File: src/rtl/uart_receiver.sv
// UART receiver: configurable 5-8 data bits, optional parity, break and framing detection.
// rx is synchronized and sampled mid-bit; results are latched with a single-cycle po_flag.
module uart_receiver (
  input  logic        clk,
  input  logic        rst,
  input  logic        rx,
  input  logic [1:0]  word_length,
  input  logic [15:0] baud_rate_cnt,
  input  logic        parity_en,
  input  logic        even_parity,
  output logic [7:0]  po_rx_data,
  output logic        po_flag,
  output logic        po_parity_err,
  output logic        po_frame_err,
  output logic        po_break
);

  typedef enum logic [2:0] {IDLE, START, DATA, PARITY, STOP} state_t;

  state_t      state_reg, state_next;
  logic        rx_meta_reg, rx_s_reg, rx_prev_reg;
  logic [1:0]  sync_vld_reg;
  logic [15:0] baud_cnt_reg, cfg_baud_reg;
  logic [2:0]  bit_cnt_reg, cfg_last_bit_reg;
  logic        cfg_par_en_reg, cfg_even_reg;
  logic [7:0]  data_reg;
  logic        par_bit_reg, all_zero_reg;
  logic        start_edge, strobe, last_bit, leave_idle;

  // rx_prev only follows rx_s once the synchronizer holds real line samples,
  // so the reset value of the flops can never fake a falling edge.
  always_ff @(posedge clk) begin
    if (rst) begin
      rx_meta_reg  <= 1'b1;
      rx_s_reg     <= 1'b1;
      rx_prev_reg  <= 1'b0;
      sync_vld_reg <= 2'b00;
    end else begin
      rx_meta_reg  <= rx;
      rx_s_reg     <= rx_meta_reg;
      sync_vld_reg <= {sync_vld_reg[0], 1'b1};
      rx_prev_reg  <= sync_vld_reg[1] ? rx_s_reg : 1'b0;
    end
  end

  assign start_edge = rx_prev_reg & ~rx_s_reg;

  always_ff @(posedge clk) begin
    if (rst) state_reg <= IDLE;
    else     state_reg <= state_next;
  end

  always_comb begin
    state_next = state_reg;
    case (state_reg)
      IDLE:    if (start_edge) state_next = START;
      START:   if (strobe) state_next = rx_s_reg ? IDLE : DATA;
      DATA:    if (strobe && last_bit) state_next = cfg_par_en_reg ? PARITY : STOP;
      PARITY:  if (strobe) state_next = STOP;
      STOP:    if (strobe) state_next = IDLE;
      default: state_next = IDLE;
    endcase
  end

  always_comb begin
    strobe     = (state_reg != IDLE) && (baud_cnt_reg == (cfg_baud_reg >> 1));
    last_bit   = (bit_cnt_reg == cfg_last_bit_reg);
    leave_idle = (state_reg == IDLE) && start_edge;
  end

  always_ff @(posedge clk) begin
    if (rst) begin
      baud_cnt_reg     <= '0;
      bit_cnt_reg      <= '0;
      cfg_baud_reg     <= '0;
      cfg_last_bit_reg <= '0;
      cfg_par_en_reg   <= 1'b0;
      cfg_even_reg     <= 1'b0;
      data_reg         <= '0;
      par_bit_reg      <= 1'b0;
      all_zero_reg     <= 1'b0;
      po_rx_data       <= '0;
      po_flag          <= 1'b0;
      po_parity_err    <= 1'b0;
      po_frame_err     <= 1'b0;
      po_break         <= 1'b0;
    end else begin
      po_flag <= 1'b0;

      if (state_reg == IDLE)                baud_cnt_reg <= '0;
      else if (baud_cnt_reg == cfg_baud_reg) baud_cnt_reg <= '0;
      else                                   baud_cnt_reg <= baud_cnt_reg + 16'd1;

      // Configuration is frozen for the whole frame at the start edge.
      if (leave_idle) begin
        cfg_baud_reg     <= baud_rate_cnt;
        cfg_last_bit_reg <= 3'(3'd4 + {1'b0, word_length});
        cfg_par_en_reg   <= parity_en;
        cfg_even_reg     <= even_parity;
        data_reg         <= '0;
        bit_cnt_reg      <= '0;
        par_bit_reg      <= 1'b0;
        all_zero_reg     <= 1'b1;
      end

      if (strobe) begin
        case (state_reg)
          DATA: begin
            data_reg[bit_cnt_reg] <= rx_s_reg;
            all_zero_reg          <= all_zero_reg & ~rx_s_reg;
            bit_cnt_reg           <= last_bit ? 3'd0 : bit_cnt_reg + 3'd1;
          end
          PARITY: begin
            par_bit_reg  <= rx_s_reg;
            all_zero_reg <= all_zero_reg & ~rx_s_reg;
          end
          STOP: begin
            po_flag       <= 1'b1;
            po_rx_data    <= data_reg;
            po_frame_err  <= ~rx_s_reg;
            po_break      <= all_zero_reg & ~rx_s_reg;
            po_parity_err <= cfg_par_en_reg & (^data_reg ^ par_bit_reg ^ ~cfg_even_reg);
          end
          default: ;
        endcase
      end
    end
  end

endmodule

File: config.mk
export PLATFORM = sky130hd
export DESIGN_NAME = uart_receiver
export DESIGN_NICKNAME = d
export VERILOG_FILES = /design/src/rtl/uart_receiver.sv
export SDC_FILE = /design/constraint.sdc
export NUM_CORES = 1
export LEC_CHECK = 0
export CORE_MARGIN = 1.5
export CORE_UTILIZATION = 56
export DETAILED_ROUTE_END_ITERATION = 16
export GPL_ROUTABILITY_DRIVEN = 0
export PLACE_DENSITY = 0.79
export SYNTH_ARGS = -nofsm -noshare
export SYNTH_HDL_FRONTEND = slang
export SYNTH_SLANG_ARGS = --single-unit
File: constraint.sdc
create_clock -name clk -period 2 [get_ports clk]
set_input_delay 0.4 -clock clk [delete_from_list [all_inputs] [get_ports clk]]
set_output_delay 0.4 -clock clk [all_outputs]
set_load 0.01 [all_outputs]
==> metrics.txt, run 1 <==
status complete, no violations; peak supply drop 0.421 mV; multi-input logic area 1750 um2; f_max 0.530 GHz; via count 2779; die width 79.9 um; crit path cell chain xor2_2 > nor4_4 > nand4_2 > or4_1 > a31oi_1; met1 Use GR 0.367; FF-to-FF End state_reg[0]; layout cells sized above 1 0.118; Reg area 1400 um2; Clock Latency Late Sink 340 ps; Crit-path slowest cell or4_1; worst r2r src cfg_baud_reg[8]; gr usage total 0.257; vias in the first global route 2607; Clock Path Buffers 2; CTS buffer count 9; flop2flop setup slack 110 ps; HP Class reg -> reg; Placed Area 3780 um2; CP endpoint state_reg[0]; CTS HTree Levels 3; GR met3 Demand/Resource 0.0491; Starting DRT DRC Count 251; DR pass1 iterations 5; crit-path max cell delay 550 ps; crit path from cfg_baud_reg[8]; Worst EP arrival 2150 ps; Final #Nets 445; worst clock skew 6.98 ps; Synth Register Bits 70; Die Height 79.9 um; Max Slew Vio Count 0; Post-Route Utilization 0.715; Post-CTS Hold Fix Bufs 0; PwrDens 699 nW/um2; initial core utilization 0.591; wire length of the first global-routing pass 12500 um; Worst Reg2Reg Path Length in Cells 5; # DRC 0; pin count of the biggest net entering global routing 25; Crit Path Category reg -> reg; Final Hold Viols 0; P&R area growth vs syn 21.0%; grt met2 use 0.382; IO Port Bufs 34; max-cap violations 0; CTS tree done; Syn Area/Cell 8.67 um2; Max Fanout on Critical Path 3; Startpoint Class register; Slew HR 0.620; CP endpoint kind register; Core Footprint 5610 um2; DP Wirelength 5400 um; Die ar. 6380 um2; routed vias/inst 5.59; period utilization 0.944; CTS Sinks 70; post-synthesis cell type count 39; Ant. Diodes 0; WL/cell 15.1 um; routed wire length 7490 um; post-synthesis sequential area ratio 0.423; Worst Max-Slew Pin Slew 568 ps; power after layout 0.00280 W; Cell Area, Synth 3310 um2; yosys warns 0; Clk pin slew, worst setup/hold paths 70 ps; fin area 4010 um2; antenna violations before repair 0; Ports 35; RSZ-0062 raised after global routing false; total grt overflow 0; final setup fails 0; Top Usage Layer GRT met2; Synthesized Nets 407; synthesized instance count 382; Setup TNS Final 0 ps; fillers 440; # rows 27; antenna viol nets, final 0; leak pwr 1.48 nW; Critical Path RT 2260 ps; post-layout minimum cycle time 1890 ps; root buffer cell clkbuf_8
[how the worst min path moves through the flow]
stage,to,cells after the start,startpoint,slack (ps)
final,rx_s_reg,1,rx_meta_reg,420
after global routing,rx_s_reg,1,rx_meta_reg,440
after CTS,rx_s_reg,1,rx_meta_reg,420
after detailed placement,rx_s_reg,1,rx_meta_reg,400
after global placement,rx_s_reg,1,rx_meta_reg,400
after floorplan,rx_s_reg,1,rx_meta_reg,390
[layout make-up]
type	instances	share of cell area
clock buffer	10	0.0343
clock inverter	6	0.0212
inverter	3	0.00281
multi-input combinational	278	0.436
sequential	70	0.350
tap	72	0.0225
timing repair buffer	58	0.133
[cell usage in the layout, fill, tap and decap left out, types with 2 or more instances in the layout]
cell             netlist  routed
dfxtp_1               70      70
a21oi_1               37      37
nor4_2                 1       2
nand4_1               14      14
o21ai_0               12      12
nor4_4                 3       3
nand2_1               60      60
clkinv_2               0       2
clkbuf_8               0      10
nand2b_1               2       2
mux2i_1                8       8
o211ai_1               4       4
clkdlybuf4s50_1        0      34
and4_1                 2       2
nor3_1                 4       4
nor4_1                 3       2
nand3_1               15      15
or3_1                  2       2
clkinvlp_4             0       2
and3_1                 4       4
xor2_2                 2       2
bufinv_16              0       2
buf_4                  0      23
nor2b_1                4       4
or2_2                  2       2
ha_1                   2       2
xnor2_1               32      32
nand4b_1               4       4
inv_1                  3       3
nor2_1                27      27
nand3b_1               2       2
xor2_1                22      22
[cells in the mapped netlist]
cell type | instances | area share
a211oi_1 | 1 | 0.0023
a21oi_1 | 37 | 0.056
a311oi_1 | 1 | 0.0026
a31oi_1 | 1 | 0.0019
a41oi_1 | 1 | 0.0026
and2_1 | 1 | 0.0019
and3_1 | 4 | 0.0076
and3b_1 | 1 | 0.0026
and4_1 | 2 | 0.0053
buf_2 | 8 | 0.012
buf_6 | 4 | 0.014
clkbuf_1 | 19 | 0.022
dfxtp_1 | 70 | 0.42
ha_1 | 2 | 0.0076
inv_1 | 3 | 0.0034
mux2i_1 | 8 | 0.024
nand2_1 | 60 | 0.068
nand2b_1 | 2 | 0.0038
nand3_1 | 15 | 0.023
nand3b_1 | 2 | 0.0045
nand4_1 | 14 | 0.026
nand4_2 | 1 | 0.0038
nand4b_1 | 4 | 0.011
nor2_1 | 27 | 0.031
nor2b_1 | 4 | 0.0076
nor3_1 | 4 | 0.0060
nor4_1 | 3 | 0.0057
nor4_2 | 1 | 0.0038
nor4_4 | 3 | 0.019
o2111ai_1 | 1 | 0.0026
o211ai_1 | 4 | 0.0091
o21ai_0 | 12 | 0.018
or2_2 | 2 | 0.0038
or3_1 | 2 | 0.0038
or4_1 | 1 | 0.0023
xnor2_1 | 32 | 0.085
xnor3_1 | 1 | 0.0068
xor2_1 | 22 | 0.058
xor2_2 | 2 | 0.0098
[routing by layer]
| metal | vias to the layer above | routed length [um] |
|---|---|---|
| met2 | 100 | 3300 |
| li1 | 1371 | - |
| met5 | - | 0 |
| met3 | 13 | 421 |
| met4 | 0 | 137 |
| met1 | 1295 | 3640 |
[report_power, final]
group,total (W),internal [W],switching [W]
combinational,0.000136,0.0000690,0.0000670
clock,0.00126,0.000731,0.000528
sequential,0.00141,0.00140,0.00000673
total,0.00280,0.00220,0.000601
[logic make-up (layout without fill, tap and decap cells)]
logic type	after synthesis	after routing	share of synthesized area
buffers and inverters	34	77	0.0506
muxes	8	8	0.0242
adders and majority gates	2	2	0.00755
AOI/OAI and AO/OA	58	58	0.0952
xor gates and xnor gates	57	57	0.159
DFF	70	70	0.423
and+or+nand+nor	153	153	0.240
[critical path: cells and delay by family (launching register included)]
| family | cells | cell delay [ps] |
|---|---|---|
| flops | 1 | 350 |
| simple gates | 3 | 1050 |
| compound gates | 1 | 210 |
| xor+xnor | 1 | 200 |
[stage by stage]
| stage | worst slack, ps | hold slack (ps) | cells |
|---|---|---|---|
| 2_1_floorplan | 256 | 389 | 382 |
| 3_3_place_gp | 160 | 396 | 481 |
| 3_5_place_dp | 112 | 405 | 481 |
| 4_1_cts | 110 | 416 | 497 |
| 5_1_grt | 24.9 | 436 | 497 |
| 6_report | 112 | 417 | 497 |
[what timing repair did]
item	4_1_cts	5_1_grt
gates resized for setup	0	1
setup endpoints to repair	0	1
buffers inserted	0	0
hold endpoints to repair	0	0
Note: power is estimated with default switching activity, not from simulation.
==> run 2, diff against run 1 <==
Settings changed: CORE_ASPECT_RATIO set to 0.7, CTS_CLUSTER_DIAMETER set to 200.
Clock period 2 ns to 1.86 ns, I/O delays scaled along.
==> run 2 against run 1 <==
Non-clock buffer count increased by 19. Via count increased by 3.0%. Flip-flop and latch count unchanged. Combinational power increased by 27%. Final cell count increased by 4.4%. Design area increased by 5.6%. Clock skew increased by 1.6 ps. Critical endpoint unchanged. Largest power group is now clock. Highest routed layer unchanged.
==> metrics.txt, run 2 (synthesis results as in run 1) <==
crit path cell chain xor2_1 > nor4_4 > nand4_2 > or4_1 > a31oi_1; pin count of the biggest net entering global routing 27 (+8.0%); Final Hold Viols 0 (unchanged); vias in the first global route 2479 (-4.9%); commonest non-fill, non-tap cells in the layout dfxtp_1, nand2_1, buf_4, a21oi_1, clkdlybuf4s50_1; Max Fanout on Critical Path 3 (unchanged); gr usage total 0.264 (+0.00683); initial core utilization 0.578 (-0.0123); Core Footprint 5730 um2 (+2.1%); WL/cell 15.4 um (+1.8%); P&R area growth vs syn 27.8%; setup ws final 66.4 ps (-45.4 ps); Ant. Diodes 0 (unchanged); final setup fails 0 (unchanged); HP Class reg -> reg; DR pass1 iterations 5 (unchanged); total grt overflow 0 (unchanged); dpl cells 501 (+4.2%); Max Slew Vio Count 0 (unchanged); Slew HR 0.662 (+0.0423); Setup TNS Final 0 ps (unchanged); Ports 35 (unchanged); commonest non-fill, non-tap cell in the layout dfxtp_1; CTS tree done; Final Non-Filler Cells 519 (+4.4%); worst clock skew 8.61 ps (+1.63 ps); Post-CTS Hold Fix Bufs 0 (unchanged); via count 2863 (+3.0%); Critical Path RT 2140 ps (-120 ps); crit-path max cell delay 530 ps (-20 ps); CTS buffer count 9 (unchanged); fillers 419 (-4.8%); max-cap violations 0 (unchanged); Worst Max-Slew Pin Slew 502 ps (-65.2 ps); Clock Path Buffers 2 (unchanged); routed vias/inst 5.52 (-1.3%); Starting DRT DRC Count 267 (+6.4%); IO Port Bufs 34 (unchanged); Crit Path Category reg -> reg; Crit-path slowest cell or4_1; CTS HTree Levels 3 (unchanged); CP endpoint kind register; leak pwr 1.61 nW (+8.6%); antenna violations before repair 0 (unchanged); Clock Latency Late Sink 350 ps (about the same); antenna viol nets, final 0 (unchanged); peak supply drop 0.407 mV (-3.3%); wire length of the first global-routing pass 12500 um (+0.61%); DP Wirelength 5700 um (+5.7%); layout cells sized above 1 0.167 (+0.0490); period utilization 0.964 (+0.0202); # rows 23 (-15%); RSZ-0062 raised after global routing true; Clk pin slew, worst setup/hold paths 70 ps (about the same); pre-CTS setup slack 43.8 ps (-68.0 ps); Final #Nets 464 (+4.3%); Die ar. 6390 um2 (+0.11%); Die Height 67.3 um (-16%); post-layout minimum cycle time 1790 ps (-94.6 ps); routed wire length 7970 um (+6.4%); root buffer cell clkbuf_8; f_max 0.558 GHz (+5.3%); Startpoint Class register; status complete, no violations; Worst EP arrival 2080 ps (-70 ps); CTS Sinks 70 (unchanged); # DRC 0 (unchanged); PwrDens 766 nW/um2 (+9.5%); die width 94.9 um (+19%)
==> run 2: area by class of cell <==
type,instances,area (um2),area share
multi-input combinational,278,1780,0.419
sequential,70,1410,0.332
timing repair buffer,77,692,0.163
clock buffer,11,151,0.0358
clock inverter,5,104,0.0245
tap,75,93.8,0.0222
inverter,3,11.3,0.00266
==> run 2: worst paths after layout <==
check	start	to	slack, ps	cells after the start
max	cfg_baud_reg[5]	state_reg[0]	70	5
min	rx_meta_reg	rx_s_reg	420	1
min reg2reg	rx_meta_reg	rx_s_reg	420	1
max reg2reg	cfg_baud_reg[5]	state_reg[0]	70	5
==> run 2: stage by stage <==
step,total power (W),utilization,hold WS (ps),cell area [um2]
after floorplan,0.00161,-,389,3310
after global placement,0.00170,0.685,392,3920
after detailed placement,0.00171,0.685,407,3920
after CTS,0.00324,0.731,425,4180
after global routing,0.00332,0.739,430,4230
final,0.00324,0.739,417,4230
==> run 2: power by group <==
| group | internal, W | total (W) | leakage, nW | switching [W] |
|---|---|---|---|---|
| logic | 0.0000903 | 0.000173 | 0.911 | 0.0000823 |
| clock network | 0.000966 | 0.00156 | 0.130 | 0.000590 |
| registers | 0.00151 | 0.00151 | 0.567 | 0.00000505 |
| total | 0.00256 | 0.00324 | 1.61 | 0.000677 |
==> run 2: per-layer routing <==
metal / up-vias / track usage / share of wire
met5: - / 0 / 0
met4: 0 / 0.0802 / 0.014
met3: 12 / 0.0721 / 0.071
met2: 101 / 0.368 / 0.42
met1: 1339 / 0.393 / 0.50
li1: 1411 / - / -
==> run 2: critical path: cells and delay by family, from the launching register on <==
kind	cells	cell delay, ps
and+or+nand+nor	3	1030
xor gates and xnor gates	1	190
AOI/OAI and AO/OA	1	170
DFF	1	350
==> run 2: repair_timing <==
| item | 4_1_cts | 5_1_grt |
|---|---|---|
| gates cloned | 0 | 0 |
| pin swaps | 0 | 2 |
| gates resized for setup | 1 | 9 |
| setup buffers | 0 | 2 |
| setup endpoints to repair | 1 | 16 |
